### config.mk
export PLATFORM = sky130hd
export DESIGN_NAME = spi_slave
export DESIGN_NICKNAME = d
export VERILOG_FILES = /design/src/rtl/spi_slave.sv
export SDC_FILE = /design/constraint.sdc
export NUM_CORES = 1
export LEC_CHECK = 0
export CAP_MARGIN = 20
export CORE_AREA = 2 2 75 59
export DETAILED_ROUTE_END_ITERATION = 7
export DIE_AREA = 0 0 77 61
export MAX_ROUTING_LAYER = met4
export PLACE_DENSITY = 0.74
export SYNTH_ARGS = -nofsm -noshare
export SYNTH_HDL_FRONTEND = slang
export SYNTH_SLANG_ARGS = --single-unit
### constraint.sdc
create_clock -name clk -period 1.9 [get_ports clk]
set_input_delay 0.38 -clock clk [delete_from_list [all_inputs] [get_ports clk]]
set_output_delay 0.38 -clock clk [all_outputs]
set_load 0.02 [all_outputs]
### src/rtl/spi_slave.sv
// spi_slave: SPI frame deserialiser / read-data serialiser for the RAM command port
// SCK is clk; SS_n and MOSI are sampled on posedge clk.
// Ports:
//   clk, rst        system/SPI clock, synchronous active-high reset
//   SS_n, MOSI      slave select (active-low) and serial data in, MSB first
//   MISO            registered serial data out
//   rx_data         assembled ADDR_SIZE+2 bit frame, [ADDR_SIZE+1:ADDR_SIZE] is the opcode
//   rx_valid        one-cycle strobe, rx_data valid
//   tx_data         read byte from the RAM
//   tx_valid        tx_data valid (level, may stay high)
// Optional macro SPI_SLAVE_TX_TIMEOUT_EN adds parameter TX_TIMEOUT: if tx_valid is not
// seen within TX_TIMEOUT wait cycles, eight zero bits are sent and rd_flag clears.
module spi_slave #(
   parameter int ADDR_SIZE = 8
`ifdef SPI_SLAVE_TX_TIMEOUT_EN
   , parameter int TX_TIMEOUT = 16
`endif
) (
   input  logic                 clk,
   input  logic                 rst,
   input  logic                 SS_n,
   input  logic                 MOSI,
   output logic                 MISO,
   output logic [ADDR_SIZE+1:0] rx_data,
   output logic                 rx_valid,
   input  logic [ADDR_SIZE-1:0] tx_data,
   input  logic                 tx_valid
);
   localparam int CW = $clog2(ADDR_SIZE + 2);
   typedef enum logic [2:0] {IDLE, CHK_CMD, WRITE, READ_ADD, READ_DATA} state_t;
   // Sub-phase shared by the three data states; WRITE/READ_ADD go straight PH_RX -> PH_DONE.
   typedef enum logic [1:0] {PH_RX, PH_WAIT, PH_SHIFT, PH_DONE} phase_t;
   state_t               state;
   phase_t               phase;
   logic [CW-1:0]        cnt;
   logic [ADDR_SIZE:0]   rx_sh;
   logic [ADDR_SIZE-1:0] tx_sh;
   logic                 rd_flag;
`ifdef SPI_SLAVE_TX_TIMEOUT_EN
   localparam int TW = $clog2(TX_TIMEOUT + 1);
   logic [TW-1:0]        tcnt;
`endif
   always_ff @(posedge clk) begin
      if (rst) begin
         state    <= IDLE;
         phase    <= PH_RX;
         cnt      <= '0;
         rx_sh    <= '0;
         tx_sh    <= '0;
         rd_flag  <= 1'b0;
         rx_data  <= '0;
         rx_valid <= 1'b0;
         MISO     <= 1'b0;
`ifdef SPI_SLAVE_TX_TIMEOUT_EN
         tcnt     <= '0;
`endif
      end else begin
         rx_valid <= 1'b0;
         MISO     <= 1'b0;
         if (state != IDLE && SS_n) begin
            state <= IDLE;
         end else begin
            case (state)
               IDLE: if (!SS_n) state <= CHK_CMD;
               CHK_CMD: begin
                  rx_sh <= {{ADDR_SIZE{1'b0}}, MOSI};
                  cnt   <= '0;
                  phase <= PH_RX;
                  state <= !MOSI ? WRITE : (rd_flag ? READ_DATA : READ_ADD);
               end
               default: begin
                  case (phase)
                     PH_RX: begin
                        rx_sh <= {rx_sh[ADDR_SIZE-1:0], MOSI};
                        cnt   <= cnt + 1'b1;
                        if (cnt == CW'(ADDR_SIZE)) begin
                           rx_data  <= {rx_sh, MOSI};
                           rx_valid <= 1'b1;
                           cnt      <= '0;
                           phase    <= (state == READ_DATA) ? PH_WAIT : PH_DONE;
                           if (state == READ_ADD) rd_flag <= 1'b1;
`ifdef SPI_SLAVE_TX_TIMEOUT_EN
                           tcnt     <= '0;
`endif
                        end
                     end
                     PH_WAIT: begin
                        if (tx_valid) begin
                           tx_sh <= tx_data;
                           phase <= PH_SHIFT;
                        end
`ifdef SPI_SLAVE_TX_TIMEOUT_EN
                        else if (tcnt == TW'(TX_TIMEOUT - 1)) begin
                           tx_sh <= '0;
                           phase <= PH_SHIFT;
                        end else begin
                           tcnt <= tcnt + 1'b1;
                        end
`endif
                     end
                     PH_SHIFT: begin
                        MISO  <= tx_sh[ADDR_SIZE-1];
                        tx_sh <= tx_sh << 1;
                        cnt   <= cnt + 1'b1;
                        // rd_flag clears with the last bit so an SS_n rise right after
                        // a complete serialisation still counts as completed.
                        if (cnt == CW'(ADDR_SIZE - 1)) begin
                           rd_flag <= 1'b0;
                           phase   <= PH_DONE;
                        end
                     end
                     default: ;
                  endcase
               end
            endcase
         end
      end
   end
endmodule
==> key figures, run 1 <==
STA
  • Fin crit share: 94.9%
  • F_max: 0.555 GHz
  • Max-slew headroom: 69.7%
  • Fin. Hold Viols: 0
  • Slew @ Worst Pin: 0.454 ns
  • Setup violations, final: 0
  • Worst hold margin: 0.458 ns
  • Worst clock skew: 0.00326 ns
  • Setup TNS: 0 ns
  • Final min period: 1.80 ns
  • RSZ-0062 raised after global routing: false
  • Final Max Tran Viols: 0

Synthesis
  • Syn. warnings: 0
  • Number of synthesized register bits: 39
  • Seq/Total Area, Yosys: 41.2%
  • Main synth FF type: dfxtp_1
  • Ys async rst share: 0%
  • Number of synthesized flops with an enable pin: 0
  • Gate Count Post-Synth: 195
  • Synthesized net count: 213
  • Distinct cells, synth: 44
  • Syn avg cell area: 9.72 µm²
  • Synth Cell Area: 1900 µm²

CTS
  • CTS H-tree depth: 2
  • Total CTS buffers: 5
  • CTS tree: done
  • Skew-Pair Late Insertion Delay: 0.30 ns
  • Sink Count: 39
  • Clock buffer depth: 2
  • CTS clk-pin slew, worst paths: 0.08 ns
  • Postcts setup bufs: 0
  • CTS root buf: clkbuf_8

Route
  • Antenna viol nets, final: 0
  • Final wirelength: 3890 µm
  • Wire per inst: 13.7 µm
  • Residual DRC: 0
  • Vias per cell: 5.22
  • Drt pass-1 iters: 4
  • Starting DRT DRC Count: 96
  • Vias: 1482

Floorplanning
  • Total core area: 3950 µm²
  • Die width: 77 µm
  • Die Ht: 61 µm
  • I/O pin count: 25
  • Initial Util: 47.9%
  • Row Count: 20
  • Die area: 4700 µm²

Worst setup path
  • Reg-to-reg startpoint: phase[1]$_SDFFE_PP0P_
  • CP Max Fanout: 6
  • Crit path capture type: register
  • Worst setup SP type: register
  • CP endpoint: rd_flag$_SDFFE_PP0P_
  • Crit path arrival time: 1.99 ns
  • R2R depth: 6
  • Data required, critical path: 2.09 ns
  • Worst Setup SP: phase[1]$_SDFFE_PP0P_
  • CP Class: register to register
  • RR Endpoint: rd_flag$_SDFFE_PP0P_
  • Flop2flop setup slack: 0.1 ns

Worst hold path
  • HP Class: register to register

Global route
  • First-pass GRT wire length: 6470 µm
  • Vias in the first global route: 1333
  • Gr usage total: 18.5%
  • Grt ovf: 0
  • Initial antenna violation count: 0
  • Largest net degree at the start of global routing: 28

Run
  • Max-capacitance violation count: 0

Final layout
  • Antenna cells: 0
  • Layout cells sized above 1: 16.2%
  • Nets: 246
  • Area Overhead vs Synth: 25.8%

Place
  • Detailed Place HPWL: 2720 µm
  • Routability congestion estimate from global placement: 0.853
  • IO Port Bufs: 24

Pwr
  • PwrDens: 706 nW/µm²
  • Sw Pwr: 370 µW
  • Clock power frac: 43.0%
  • Power, Total: 1680 µW
  • Leakage: 0.000794 µW
  • Combinational fraction of design power: 7.9%
  • Seq pwr share: 49.1%
  • Net Sw Frac: 22.0%
  • Peak VDD IR: 476 µV
  • Int Pwr: 1310 µW

Outcome
  • Status: completed
synth_stat cells (3+ instances only):
cell | number | area, µm²
dfxtp_1 | 39 | 781
inv_1 | 6 | 22.5
and2_0 | 8 | 50.1
o21ai_0 | 4 | 20.0
a21oi_1 | 6 | 30.0
a211oi_1 | 8 | 60.1
buf_6 | 5 | 56.3
nor3b_1 | 3 | 22.5
nand2b_1 | 5 | 31.3
nor2_1 | 29 | 109
nand2_1 | 5 | 18.8
buf_2 | 3 | 15.0
ha_1 | 5 | 62.6
mux2i_1 | 28 | 280
repair_timing:
action	CTS	global route
resized for setup	0	3
setup endpoints to repair	0	2
hold buffers	0	0
sequential cells by signal, indices dropped and copies added, names as in the netlist:
name / flops
tx_sh: 8
rx_data: 10
rx_sh: 9
cnt: 4
rx_valid: 1
MISO: 1
rd_flag: 1
phase: 2
state: 3
logic make-up after synthesis:
logic type      after synthesis  share of synthesized area (%)
compound gates               30                           11.2
buf+inv                      19                           6.60
fa+ha+maj                     5                           3.30
flops                        39                           41.2
mux                          29                           15.4
simple gates                 73                           22.4
how the worst min path moves through the flow:
stage | to | slack (ns) | startpoint | cells after the start
finish | MISO$_SDFF_PP0_ | 0.46 | tx_sh[7]$_SDFFE_PP0P_ | 2
global placement | MISO$_SDFF_PP0_ | 0.44 | tx_sh[7]$_SDFFE_PP0P_ | 2
global route | MISO$_SDFF_PP0_ | 0.48 | tx_sh[7]$_SDFFE_PP0P_ | 2
floorplan | MISO$_SDFF_PP0_ | 0.42 | tx_sh[7]$_SDFFE_PP0P_ | 2
CTS | MISO$_SDFF_PP0_ | 0.46 | tx_sh[7]$_SDFFE_PP0P_ | 2
detailed placement | MISO$_SDFF_PP0_ | 0.44 | tx_sh[7]$_SDFFE_PP0P_ | 2
cell usage in the layout, fill, tap and decap left out, types with 2 or more instances in the layout:
| master | n |
|---|---|
| buf_4 | 12 |
| ha_2 | 2 |
| nor2b_1 | 2 |
| and3_1 | 2 |
| a21oi_1 | 6 |
| nand4bb_1 | 2 |
| mux2i_1 | 28 |
| clkbuf_8 | 6 |
| nand4b_1 | 2 |
| dfxtp_1 | 39 |
| o21ai_0 | 4 |
| o2111ai_1 | 2 |
| a31oi_1 | 2 |
| and2_0 | 8 |
| ha_1 | 3 |
| o32ai_1 | 2 |
| inv_1 | 6 |
| buf_12 | 3 |
| a211oi_2 | 2 |
| clkdlybuf4s50_1 | 24 |
| nor3b_1 | 3 |
| nand3_1 | 2 |
| nand2_1 | 5 |
| nand2b_1 | 5 |
| a211oi_1 | 7 |
| nor2_1 | 29 |
critical path, cell delays in order (launching register included):
cell	delay [ns]
dfxtp_1	0.37
inv_1	0.08
ha_2	0.21
or2_2	0.31
and3_1	0.21
a211oi_2	0.17
mux2_2	0.36
power by group through the flow:
stage          registers [µW]  clock network (µW)  logic (µW)
2_1_floorplan             843                   0        83.8
3_3_place_gp              845                   0         130
3_5_place_dp              845                   0         131
4_1_cts                   826                 726         132
5_1_grt                   826                 756         143
6_report                  826                 724         133
routing by layer:
layer | global-route usage, % | part of all wire, % | up-vias
li1 | - | - | 752
met1 | 24.1 | 51 | 698
met2 | 27.6 | 43 | 24
met3 | 3.57 | 3.9 | 8
met4 | 9.95 | 2.1 | 0
met5 | - | 0 | -
metrics by stage:
step	util (%)	worst slack (ns)	cells	area, µm²
CTS	60.1	0.0214	284	2370
global placement	57.1	0.112	276	2260
global route	60.3	0.00868	284	2380
floorplan	-	0.130	195	1900
detailed placement	57.1	0.0522	276	2260
finish	60.3	0.0976	284	2380
cell type report:
class	count	area, µm²
fill	364	1570
sequential	39	781
clock inverter	2	35.0
inverter	6	22.5
timing repair buffer	39	390
tap	55	68.8
multi-input combinational	137	1000
clock buffer	6	82.6
Power figures use the tool's default switching activity.
==> run 2: changes to the inputs <==
--- a/config.mk
+++ b/config.mk
@@ -11,6 +11,8 @@
 export DIE_AREA = 0 0 77 61
 export MAX_ROUTING_LAYER = met4
 export PLACE_DENSITY = 0.74
+export SLEW_MARGIN = 20
 export SYNTH_ARGS = -nofsm -noshare
 export SYNTH_HDL_FRONTEND = slang
 export SYNTH_SLANG_ARGS = --single-unit
+export TNS_END_PERCENT = 50
==> results of run 2 <==
No change in the layout: final DEF, timing and power equal those of run 1.
